--- src/rtl/oric_mem_pkg.sv ---
// Shared types and defaults for the Oric main-RAM sequencer/arbiter.
package oric_mem_pkg;

  typedef enum logic [1:0] {
    IDLE  = 2'd0,
    CLEAR = 2'd1,
    LOAD  = 2'd2
  } arb_state_t;

  localparam int         ORIC_RAM_AW   = 16;
  localparam logic [7:0] ORIC_RAM_FILL = 8'hFF;

endpackage

--- src/rtl/oric_dl_fifo.sv ---
// Small synchronous FIFO for download writes: wrap-around pointers with one
// extra bit, no bypass, flush empties it in one cycle.
module oric_dl_fifo #(
  parameter int DEPTH = 4,
  parameter int WIDTH = 24
) (
  input  logic                     clk_sys,
  input  logic                     reset_n,
  input  logic                     flush_i,
  input  logic                     push_i,
  input  logic                     pop_i,
  input  logic [WIDTH-1:0]         wdata_i,
  output logic [WIDTH-1:0]         head_o,
  output logic                     full_o,
  output logic                     empty_o,
  output logic [$clog2(DEPTH):0]   count_o
);

  localparam int IDX_W = $clog2(DEPTH);
  localparam int PTR_W = IDX_W + 1;

  logic [PTR_W-1:0] wr_ptr_q, rd_ptr_q;
  logic [WIDTH-1:0] mem_q [DEPTH];
  logic             do_push, do_pop;

  assign empty_o = (wr_ptr_q == rd_ptr_q);
  assign full_o  = (wr_ptr_q[IDX_W] != rd_ptr_q[IDX_W]) &&
                   (wr_ptr_q[IDX_W-1:0] == rd_ptr_q[IDX_W-1:0]);
  assign count_o = wr_ptr_q - rd_ptr_q;
  assign head_o  = mem_q[rd_ptr_q[IDX_W-1:0]];

  // A pop in the same cycle frees the slot, so a full FIFO can still take a push.
  assign do_push = push_i & (~full_o | pop_i);
  assign do_pop  = pop_i & ~empty_o;

  always_ff @(posedge clk_sys or negedge reset_n) begin
    if (!reset_n) begin
      wr_ptr_q <= '0;
      rd_ptr_q <= '0;
    end else if (flush_i) begin
      wr_ptr_q <= '0;
      rd_ptr_q <= '0;
    end else begin
      if (do_push) wr_ptr_q <= wr_ptr_q + PTR_W'(1);
      if (do_pop)  rd_ptr_q <= rd_ptr_q + PTR_W'(1);
    end
  end

  always_ff @(posedge clk_sys) begin
    if (do_push && !flush_i) mem_q[wr_ptr_q[IDX_W-1:0]] <= wdata_i;
  end

endmodule

--- src/rtl/oric_ram_arbiter.sv ---
// Main-RAM sequencer: fills the array after reset/clr_req, merges download
// writes through a FIFO, and otherwise hands the single port to the CPU.
module oric_ram_arbiter
  import oric_mem_pkg::*;
#(
  parameter int         ADDR_W     = ORIC_RAM_AW,
  parameter logic [7:0] FILL       = ORIC_RAM_FILL,
  parameter int         FIFO_DEPTH = 4
) (
  input  logic              clk_sys,
  input  logic              reset_n,
  input  logic              clr_req,
  output logic              clr_busy,
  output logic              cpu_hold,
  input  logic              cpu_cs,
  input  logic              cpu_we,
  input  logic [ADDR_W-1:0] cpu_addr,
  input  logic [7:0]        cpu_din,
  output logic [7:0]        cpu_dout,
  input  logic              dl_active,
  input  logic              dl_wr,
  input  logic [ADDR_W-1:0] dl_addr,
  input  logic [7:0]        dl_data,
  output logic              dl_ready,
  output logic [ADDR_W-1:0] mem_addr,
  output logic              mem_we,
  output logic [7:0]        mem_din,
  input  logic [7:0]        mem_q
);

  localparam int PTR_W = $clog2(FIFO_DEPTH) + 1;
  localparam int ENT_W = ADDR_W + 8;

  arb_state_t        state_q, state_d;
  logic [ADDR_W-1:0] clr_cnt_q, clr_cnt_d;
  logic              dl_active_q;

  logic              fifo_full, fifo_empty, fifo_push, fifo_pop;
  logic [ENT_W-1:0]  fifo_head;
  logic [PTR_W-1:0]  fifo_count, fifo_cnt_next;
  logic [ADDR_W-1:0] head_addr;
  logic [7:0]        head_data;
  logic              mem_we_raw;

  assign {head_addr, head_data} = fifo_head;

  // Valid/ready on the download port: a beat transfers when dl_wr & dl_ready
  // are both high at a clk_sys edge; clr_req in that cycle discards it.
  assign dl_ready      = ~fifo_full & (state_q != CLEAR);
  assign fifo_push     = dl_wr & dl_ready & ~clr_req;
  assign fifo_pop      = (state_q == LOAD) & ~cpu_cs & ~fifo_empty & ~clr_req;
  assign fifo_cnt_next = fifo_count + PTR_W'(fifo_push) - PTR_W'(fifo_pop);

  oric_dl_fifo #(
    .DEPTH (FIFO_DEPTH),
    .WIDTH (ENT_W)
  ) u_fifo (
    .clk_sys (clk_sys),
    .reset_n (reset_n),
    .flush_i (clr_req),
    .push_i  (fifo_push),
    .pop_i   (fifo_pop),
    .wdata_i ({dl_addr, dl_data}),
    .head_o  (fifo_head),
    .full_o  (fifo_full),
    .empty_o (fifo_empty),
    .count_o (fifo_count)
  );

  always_ff @(posedge clk_sys or negedge reset_n) begin
    if (!reset_n) begin
      state_q     <= CLEAR;
      clr_cnt_q   <= '0;
      dl_active_q <= 1'b0;
    end else begin
      state_q     <= state_d;
      clr_cnt_q   <= clr_cnt_d;
      dl_active_q <= dl_active;
    end
  end

  always_comb begin
    state_d   = state_q;
    clr_cnt_d = clr_cnt_q;
    if (clr_req) begin
      state_d   = CLEAR;
      clr_cnt_d = '0;
    end else begin
      case (state_q)
        CLEAR: begin
          clr_cnt_d = clr_cnt_q + ADDR_W'(1);
          if (&clr_cnt_q) state_d = dl_active ? LOAD : IDLE;
        end
        IDLE: if (dl_active && !dl_active_q) state_d = LOAD;
        // Leave on the edge of the last pop so the CPU is released right after it.
        LOAD: if (!dl_active && (fifo_cnt_next == '0)) state_d = IDLE;
        default: state_d = IDLE;
      endcase
    end
  end

  always_comb begin
    mem_addr   = cpu_addr;
    mem_din    = cpu_din;
    mem_we_raw = 1'b0;
    if (state_q == CLEAR) begin
      mem_addr   = clr_cnt_q;
      mem_din    = FILL;
      mem_we_raw = 1'b1;
    end else if (cpu_cs) begin
      mem_we_raw = cpu_we;
    end else if (fifo_pop) begin
      mem_addr   = head_addr;
      mem_din    = head_data;
      mem_we_raw = 1'b1;
    end
  end

  assign mem_we   = mem_we_raw & reset_n;
  assign cpu_dout = mem_q;
  assign clr_busy = (state_q == CLEAR);
  assign cpu_hold = (state_q != IDLE);

endmodule
--- config.mk ---
export PLATFORM = sky130hd
export DESIGN_NAME = oric_ram_arbiter
export DESIGN_NICKNAME = d
export VERILOG_FILES = /design/src/rtl/oric_mem_pkg.sv /design/src/rtl/oric_dl_fifo.sv /design/src/rtl/oric_ram_arbiter.sv
export SDC_FILE = /design/constraint.sdc
export NUM_CORES = 1
export LEC_CHECK = 0
export BUFFER_PORTS_ARGS = -buffer_cell sky130_fd_sc_hd__buf_2
export CORE_ASPECT_RATIO = 1.75
export CORE_MARGIN = 8
export CORE_UTILIZATION = 35
export DETAILED_ROUTE_END_ITERATION = 7
export PLACE_DENSITY_LB_ADDON = 0.12
export SKIP_LAST_GASP = 1
export SLEW_MARGIN = 20
export SYNTH_ARGS = -nofsm -noshare
export SYNTH_HDL_FRONTEND = slang
export SYNTH_SLANG_ARGS = --single-unit
--- constraint.sdc ---
create_clock -name clk_sys -period 3.6 [get_ports clk_sys]
set_input_delay 0.18 -clock clk_sys [delete_from_list [all_inputs] [get_ports clk_sys]]
set_output_delay 0.18 -clock clk_sys [all_outputs]
set_load 0.01 [all_outputs]
==> flow_summary.yaml, run 1 <==
status:
  status: "finished clean"
place:
  gp_congestion: 0.748
  hpwl_mm: 8.31
  placed_cells: 615
  post_dp_cell_area_um2: 6000
  portBuffers: 82
floorplan:
  start_util: 0.357
  rows: 60
  core-area_um2: 15300
  dieArea_um2: 20000
  die_h_um: 181
  chipWidth_um: 110
  io_pins: 99
setup_path:
  r2r_start: "state_q[1]"
  r2r_cells: 13
  arrival_ns: 3.54
  crit_path_start: "state_q[1]"
  critPathSlowestCell: "fa_1"
  ff2ff_setup_slack_ns: 0.40
  cp.required_ns: 3.94
  setup.worst_path.class: "flip-flop to flip-flop"
  cp_slowest_stage_delay_ns: 0.49
  path_max_fanout: 6
  cp-start-kind: "flip-flop"
  worstPathCellList: "nand2b_1, inv_1, a31oi_1, and3_1, inv_1, fa_1, fa_1, inv_1, ha_1, xnor2_1, xnor2_1, a2111oi_0, a41o_1"
  cp-end-kind: "flip-flop"
  r2r-end: "state_q[1]"
  crit_top_cell: "inv_1"
cts:
  clockBufferDepth: 2
  cts.clk_slew.worst_paths_ns: 0.06
  cts_root_buf: "clkbuf_16"
  h-tree-depth: 4
  clock_latency_ns: 0.40
  cts_tree: "done"
  postCtsResizedCells: 0
  clock-sinks: 121
  cts_made_buffers: 17
layout:
  post-route-util: 0.442
  syn_to_final_growth_pct: 24.0
  final_common_cell: "edfxtp_1"
  nets: 545
  n_antenna_cell: 0
  final_cell_count_no_fill: 671
  drive_gt1_frac: 0.313
  stdcell_area_um2: 6770
  mostFrequentLayoutCells: "96 x edfxtp_1, 82 x buf_2, 25 x nand2_1"
yosys:
  synthDistinctLibCells: 42
  ys_warn_count: 0
  synthTopCellsByArea: "edfxtp_1 53%, dfrtp_1 11%, mux4_2 9.9%"
  ys_seq_area_frac: 0.642
  syn_nets: 438
  syn_area_um2: 5460
  yosys.area.top_type_share: 0.528
  synth.avg_cell_area_um2: 15.0
  syn_inst: 365
  yosys.area.top_type: "edfxtp_1"
  ys_ff_latch: 121
power:
  p_leak_nw: 2.47
  cellPowerDensity_nw_per_um2: 460
  ir_drop_uv: 282
timing:
  setup_tns_ns: 0
  finalCritPeriodShare: 0.889
  clock_skew_ns: 0.00752
  worst_pin_slew_ns: 0.643
  whs_ns: 0.0115
  relSlewSlack: 0.572
  slew_viol_final: 0
  finalSetupViolCount: 0
  hold_viol: 0
  fmax_ghz: 0.312
  min_period_ns: 3.20
  rsz0062_at_grt: "false"
grt:
  grt_pass1_wl_mm: 20.3
  grt_max_degree: 47
  grt_pass1_vias: 3805
  grt_use_total: 0.130
  antenna_found_initial: 0
  grt.overflow.total: 0
hold_path:
  min_to: "u_fifo.mem_q[0][21]"
  hold_depth: 1
  holdCritStartpoint: "dl_addr[13]"
  hold_class: "input pin to flip-flop"
drt:
  post-route-drc-count: 0
  wl_per_cell_um: 18.6
  ant_nets: 0
  dr.first_iter.drc_count: 134
  firstDrtPassIters: 4
  via_count: 3350
  wl_mm: 12.5
  viasPerCell: 4.99
run:
  drv_cap: 0
==> cell usage after synthesis, drive strengths merged <==
cell	instances
edfxtp	96
nand2	25
dfrtp	24
mux4	24
o21ai	21
a21oi	18
buf	18
inv	18
mux2i	17
nor2	15
clkbuf	10
nor3	10
xnor2	10
xor2	9
ha	8
nand4	6
and2	5
nand3	5
or3	5
a31oi	2
and4	2
and4b	2
fa	2
a2111oi	1
a211oi	1
a21bo	1
a311o	1
a311oi	1
a41o	1
and3	1
dfstp	1
nand2b	1
nand3b	1
nor2b	1
or2	1
or4b	1
==> critical path, delay by kind of cell (launching register included) <==
| family | cells | cell delay [ns] |
|---|---|---|
| buf+inv | 3 | 0.19 |
| compound gates | 3 | 0.75 |
| xor+xnor | 2 | 0.25 |
| simple gates | 2 | 0.47 |
| fa+ha+maj | 3 | 1.07 |
| flops | 1 | 0.40 |
==> where the power goes <==
part	total, W	switching (W)	leakage [nW]	internal [W]
clock network	0.00150	0.000619	0.246	0.000883
logic	0.0000941	0.0000459	1.03	0.0000482
registers	0.00152	0.00000422	1.20	0.00151
==> per-layer routing <==
metal | vias to the layer above | share of wire | GRT usage
met4 | 0 | 0.012 | 0.0489
met5 | - | 0 | 0
li1 | 1576 | - | -
met1 | 1675 | 0.41 | 0.139
met3 | 15 | 0.042 | 0.0398
met2 | 84 | 0.54 | 0.232
==> worst max-delay path by stage <==
stage,endpoint,slack [ns],depth (start not counted)
after global routing,state_q[1],0.14,13
after detailed placement,state_q[1],0.40,13
final,state_q[1],0.40,13
after global placement,state_q[1],0.49,13
after floorplan,state_q[1],0.27,13
after CTS,state_q[1],0.36,13
==> metrics by stage <==
| stage | setup slack (ns) | power [W] |
|---|---|---|
| detailed placement | 0.396 | 0.00162 |
| global route | 0.142 | 0.00324 |
| global placement | 0.487 | 0.00162 |
| finish | 0.400 | 0.00311 |
| CTS | 0.364 | 0.00316 |
| floorplan | 0.274 | 0.00158 |
==> flip-flops by register name, summed over array words and instances (netlist names) <==
name	count
u_fifo.wr_ptr_q	3
dl_active_q	1
state_q	2
clr_cnt_q	16
u_fifo.mem_q	96
u_fifo.rd_ptr_q	3
==> layout make-up <==
| class | count | area, um^2 |
|---|---|---|
| fillers | 1445 | 8540 |
| flip-flops and latches | 121 | 3510 |
| multi-input cells | 198 | 1700 |
| repair buffers | 116 | 726 |
| clock buffers | 19 | 433 |
| well taps | 186 | 233 |
| clock inverters | 13 | 100 |
| inverters | 18 | 67.6 |
==> timing repair <==
action | 4_1_cts | 5_1_grt
setup buffers | 0 | 0
hold endpoints to repair | 104 | 2
hold buffers | 23 | 1
==> cell families (layout without fill, tap and decap cells) <==
logic type / after synthesis / count (layout) / synth area share
flip-flops: 121 / 121 / 0.642
AND/OR/NAND/NOR: 81 / 81 / 0.0749
XOR/XNOR: 19 / 19 / 0.0305
buffers and inverters: 46 / 166 / 0.0456
multiplexers: 41 / 41 / 0.130
AO/OA/AOI/OAI: 47 / 47 / 0.0508
adder cells (fa/ha/maj): 10 / 10 / 0.0257
(Power assumes the default switching activity.)
==> run 2, diff against run 1 <==
--- a/config.mk
+++ b/config.mk
@@ -10,6 +10,7 @@
 export CORE_MARGIN = 8
 export CORE_UTILIZATION = 35
 export DETAILED_ROUTE_END_ITERATION = 7
+export GPL_TIMING_DRIVEN = 0
 export PLACE_DENSITY_LB_ADDON = 0.12
 export SKIP_LAST_GASP = 1
 export SLEW_MARGIN = 20
==> constraint.sdc (replaced) <==
create_clock -name clk_sys -period 3.3 [get_ports clk_sys]
set_input_delay 0.165 -clock clk_sys [delete_from_list [all_inputs] [get_ports clk_sys]]
set_output_delay 0.165 -clock clk_sys [all_outputs]
set_load 0.01 [all_outputs]
==> run 2 against run 1 <==
First-iteration DRC count grew 19%; clock power grew 8%; sequential share of layout area shrank 2.8 points; worst hold slack gained 0.030 ns; largest power group unchanged; clock-buffer cell count shrank 2; global-route usage grew 0.53 points.
==> flow_summary.yaml, run 2 (synthesis results as in run 1) <==
hold_path:
  min_to: "u_fifo.wr_ptr_q[1]"
  holdCritStartpoint: "dl_wr"
  hold_depth: 3
  hold_class: "input pin to flip-flop"
drt:
  firstDrtPassIters: 4
  wl_per_cell_um: 18.4
  ant_nets: 0
  via_count: 3480
  dr.first_iter.drc_count: 160
  viasPerCell: 4.90
  post-route-drc-count: 0
  wl_mm: 13.1
run:
  drv_cap: 0
power:
  p_leak_nw: 2.65
  seq_power_share: 0.487
  ir_drop_uv: 355
  p_switching_w: 0.000729
  p_total_w: 0.00340
  swShare: 0.214
  p_comb_frac: 0.036
  p_clk_frac: 0.477
  cellPowerDensity_nw_per_um2: 475
  internal_power_w: 0.00267
setup_path:
  ff2ff_setup_slack_ns: 0.19
  arrival_ns: 3.47
  crit_top_cell: "buf_6"
  worstPathCellList: "dlygate4sd3_1, buf_6, or4b_4, a31oi_4, buf_12, buf_6, fa_2, fa_1, inv_1, ha_1, xnor2_2, xnor2_1, a2111oi_2, a41o_1"
  r2r-end: "state_q[1]"
  r2r_start: "u_fifo.rd_ptr_q[1]"
  critPathSlowestCell: "dlygate4sd3_1"
  crit_buf_inv: 5
  cp_slowest_stage_delay_ns: 0.55
  path_max_fanout: 10
  cp-end-kind: "flip-flop"
  cp-start-kind: "input pin"
  r2r_cells: 13
  setup.worst_path.class: "input pin to flip-flop"
  cp.required_ns: 3.64
  crit_family: "buffers and inverters"
grt:
  grt_max_degree: 27
  antenna_found_initial: 0
  grt_pass1_vias: 3924
  grt_use_total: 0.135
  grt_pass1_wl_mm: 21.0
  grt.overflow.total: 0
timing:
  relSlewSlack: 0.525
  slew_viol_final: 0
  min_period_ns: 3.13
  hold_viol: 0
  worst_pin_slew_ns: 0.712
  finalCritPeriodShare: 0.948
  finalSetupViolCount: 0
  rsz0062_at_grt: "false"
  clock_skew_ns: 0.00901
  timing.final.ws_setup_ns: 0.172
  fmax_ghz: 0.320
layout:
  syn_to_final_growth_pct: 31.1
  nets: 584
  stdcell_area_um2: 7160
  final_common_cell: "edfxtp_1"
  mostFrequentLayoutCells: "96 x edfxtp_1, 92 x buf_2, 27 x dlygate4sd3_1"
  largest_reg_flops: 96
  final_cell_count_no_fill: 710
  n_antenna_cell: 0
  drive_gt1_frac: 0.372
cts:
  cts_tree: "done"
  cts.clk_slew.worst_paths_ns: 0.06
  clock_latency_ns: 0.40
  h-tree-depth: 4
  clockBufferDepth: 2
  clock-sinks: 121
  cts_root_buf: "clkbuf_16"
  cts_made_buffers: 17
floorplan:
  die_h_um: 181
  io_pins: 99
  start_util: 0.357
  chipWidth_um: 110
  dieArea_um2: 20000
  rows: 60
  core-area_um2: 15300
place:
  placed_cells: 641
  gp_congestion: 0.766
  place_ws_ns: -0.363
  portBuffers: 89
  post_dp_cell_area_um2: 6180
  hpwl_mm: 9.23
status:
  status: "finished clean"
-- run 2: tightest hold or removal path, cell delays in order --
cell,delay (ns)
buf_2,0.12
nand3_1,0.06
a21oi_1,0.06
-- run 2: layer usage --
metal  track usage  routed length, um  vias up
met5             0                  0        -
met4        0.0429                162        0
met3        0.0451                593       12
met2         0.248               7190       84
met1         0.140               5130     1718
li1              -                  -     1666
-- run 2: timing repair --
item	4_1_cts	5_1_grt
setup buffers	5	6
pin swaps	3	4
endpoints found under the setup margin	1	1
endpoints found under the hold margin	123	0
resized for setup	12	10
hold buffers	27	0
-- run 2: area by class of cell --
type	count	area (um^2)
Fill cell	1429	8150
Clock inverter	15	105
Buffer	27	204
Inverter	18	71.3
Clock buffer	17	425
Timing Repair Buffer	128	818
Sequential cell	121	3510
Multi-Input combinational cell	198	1790
Tap cell	186	233
-- run 2: power groups by stage --
stage | Sequential [W] | Combinational, W | Clock [W]
finish | 0.00166 | 0.000123 | 0.00162
global placement | 0.00169 | 0.0000949 | 0
detailed placement | 0.00169 | 0.0000982 | 0
global route | 0.00166 | 0.000137 | 0.00173
CTS | 0.00166 | 0.000124 | 0.00166
floorplan | 0.00169 | 0.0000326 | 0
-- run 2: worst max path at each step --
stage,start,to,cells after the start
6_report,clr_req,state_q[1],14
5_1_grt,u_fifo.rd_ptr_q[0],state_q[1],13
4_1_cts,state_q[1],state_q[1],13
3_5_place_dp,u_fifo.rd_ptr_q[0],state_q[1],13
3_3_place_gp,u_fifo.rd_ptr_q[0],state_q[1],13
2_1_floorplan,u_fifo.rd_ptr_q[0],state_q[1],13
-- run 2: per-stage QoR --
stage / setup TNS [ns] / hold WS [ns] / utilization
floorplan: 0 / -0.131 / -
global placement: -0.275 / 0.229 / 0.402
detailed placement: -0.363 / 0.226 / 0.404
CTS: 0 / 0.0226 / 0.462
global route: 0 / 0.0496 / 0.468
finish: 0 / 0.0419 / 0.468
==> run 3, diff against run 2 <==
--- a/config.mk
+++ b/config.mk
@@ -8,7 +8,8 @@
 export BUFFER_PORTS_ARGS = -buffer_cell sky130_fd_sc_hd__buf_2
 export CORE_ASPECT_RATIO = 1.75
 export CORE_MARGIN = 8
-export CORE_UTILIZATION = 35
+export CORE_UTILIZATION = 56
+export CTS_CLUSTER_SIZE = 20
 export DETAILED_ROUTE_END_ITERATION = 7
 export GPL_TIMING_DRIVEN = 0
 export PLACE_DENSITY_LB_ADDON = 0.12
==> run 3 against run 2 <==
Clock skew increased by 0.0047 ns; global-route usage increased by 6.3 points; utilization increased by 27 points; maximum frequency decreased by 1.3%; sequential share of layout area increased by 1.3 points; final cell count decreased by 11%; largest cell class unchanged.
==> flow_summary.yaml, run 3 (synthesis results as in run 1) <==
status:
  status: "finished clean"
setup_path:
  crit_family: "adder cells"
  r2r_cells: 13
  cp-end-kind: "flip-flop"
  arrival_ns: 3.51
  cp_slowest_stage_delay_ns: 0.48
  setup.worst_path.class: "flip-flop to flip-flop"
  critPathSlowestCell: "fa_1"
  crit_buf_inv: 4
  crit_top_cell: "buf_8"
  cp.required_ns: 3.64
  worstPathCellList: "buf_8, xnor2_4, a31oi_4, buf_8, buf_6, fa_2, fa_1, inv_1, ha_1, xnor2_2, xnor2_1, a2111oi_1, a41o_1"
  r2r_start: "u_fifo.rd_ptr_q[1]"
  r2r-end: "state_q[1]"
  path_max_fanout: 10
  cp-start-kind: "flip-flop"
  ff2ff_setup_slack_ns: 0.13
layout:
  stdcell_area_um2: 6980
  final_cell_count_no_fill: 634
  mostFrequentLayoutCells: "96 x edfxtp_1, 92 x buf_2, 27 x dlygate4sd3_1"
  final_common_cell: "edfxtp_1"
  syn_to_final_growth_pct: 27.8
  n_antenna_cell: 0
  nets: 577
  drive_gt1_frac: 0.344
  largest_reg_flops: 96
power:
  internal_power_w: 0.00279
  cellPowerDensity_nw_per_um2: 490
  ir_drop_uv: 502
  p_clk_frac: 0.479
  swShare: 0.183
  p_switching_w: 0.000626
  seq_power_share: 0.485
  p_leak_nw: 2.61
  p_comb_frac: 0.035
  p_total_w: 0.00342
hold_path:
  holdCritStartpoint: "dl_wr"
  hold_depth: 3
  hold_class: "input pin to flip-flop"
  min_to: "u_fifo.wr_ptr_q[1]"
grt:
  grt_use_total: 0.198
  grt_pass1_vias: 3897
  antenna_found_initial: 0
  grt.overflow.total: 0
  grt_max_degree: 27
  grt_pass1_wl_mm: 20.0
drt:
  ant_nets: 0
  via_count: 3533
  wl_per_cell_um: 19.8
  dr.first_iter.drc_count: 146
  wl_mm: 12.6
  firstDrtPassIters: 4
  post-route-drc-count: 0
  viasPerCell: 5.57
floorplan:
  dieArea_um2: 13300
  chipWidth_um: 90.7
  start_util: 0.577
  die_h_um: 147
  rows: 47
  core-area_um2: 9470
  io_pins: 99
cts:
  clock-sinks: 121
  cts.clk_slew.worst_paths_ns: 0.05
  h-tree-depth: 4
  clock_latency_ns: 0.41
  cts_tree: "done"
  cts_made_buffers: 17
  clockBufferDepth: 2
  cts_root_buf: "clkbuf_16"
run:
  drv_cap: 0
place:
  hpwl_mm: 8.43
  gp_congestion: 0.817
  portBuffers: 89
  placed_cells: 576
  place_ws_ns: -0.318
  post_dp_cell_area_um2: 6080
timing:
  relSlewSlack: 0.544
  hold_viol: 0
  finalSetupViolCount: 0
  finalCritPeriodShare: 0.961
  timing.final.ws_setup_ns: 0.129
  clock_skew_ns: 0.0138
  min_period_ns: 3.17
  whs_ns: 0.0631
  worst_pin_slew_ns: 0.684
  slew_viol_final: 0
  fmax_ghz: 0.315
run 3: final cells by class:
class                           count  area (um^2)
Buffer                             27          199
Clock buffer                       20          437
Clock inverter                      7         81.3
Fill cell                         605         2480
Inverter                           18         67.6
Multi-Input combinational cell    198         1780
Sequential cell                   121         3510
Tap cell                          122          153
Timing Repair Buffer              121          753
run 3: per-stage QoR:
| step | util | setup TNS, ns |
|---|---|---|
| finish | 0.738 | 0 |
| global route | 0.738 | -0.0849 |
| CTS | 0.734 | 0 |
| detailed placement | 0.642 | -0.318 |
| global placement | 0.642 | -0.225 |
| floorplan | - | 0 |
run 3: timing repair:
item / CTS / global route
hold buffers: 27 / 0
resized for setup: 14 / 5
pin swaps: 3 / 4
cloned: 0 / 0
hold endpoints to repair: 123 / 0
buffers inserted: 3 / 2
setup endpoints to repair: 1 / 1
run 3: worst min-delay path: stages:
cell and delay, ns:
buf_2 0.12, nand3_1 0.08, a21oi_1 0.06
run 3: power by group through the flow:
stage	clock network [W]	registers, W	logic, W
6_report	0.00164	0.00166	0.000121
5_1_grt	0.00172	0.00166	0.000133
4_1_cts	0.00166	0.00166	0.000121
3_5_place_dp	0	0.00169	0.0000949
3_3_place_gp	0	0.00169	0.0000916
2_1_floorplan	0	0.00169	0.0000326
run 3: per-layer routing:
layer	track usage	vias up	part of all wire	routed length (um)
li1	-	1641	-	-
met1	0.200	1776	0.37	4660
met2	0.358	96	0.56	7050
met3	0.0672	20	0.048	602
met4	0.0847	0	0.021	270
met5	0	-	0	0
run 3: worst max-delay path by stage:
| stage | from | endpoint | slack, ns | cells after the start |
|---|---|---|---|---|
| 3_5_place_dp | u_fifo.rd_ptr_q[0] | state_q[1] | -0.32 | 13 |
| 6_report | u_fifo.rd_ptr_q[1] | state_q[1] | 0.13 | 13 |
| 4_1_cts | state_q[1] | state_q[1] | 0.02 | 13 |
| 3_3_place_gp | u_fifo.rd_ptr_q[0] | state_q[1] | -0.23 | 13 |
| 5_1_grt | u_fifo.rd_ptr_q[1] | state_q[1] | -0.08 | 13 |
| 2_1_floorplan | u_fifo.rd_ptr_q[0] | state_q[1] | 0.005 | 13 |
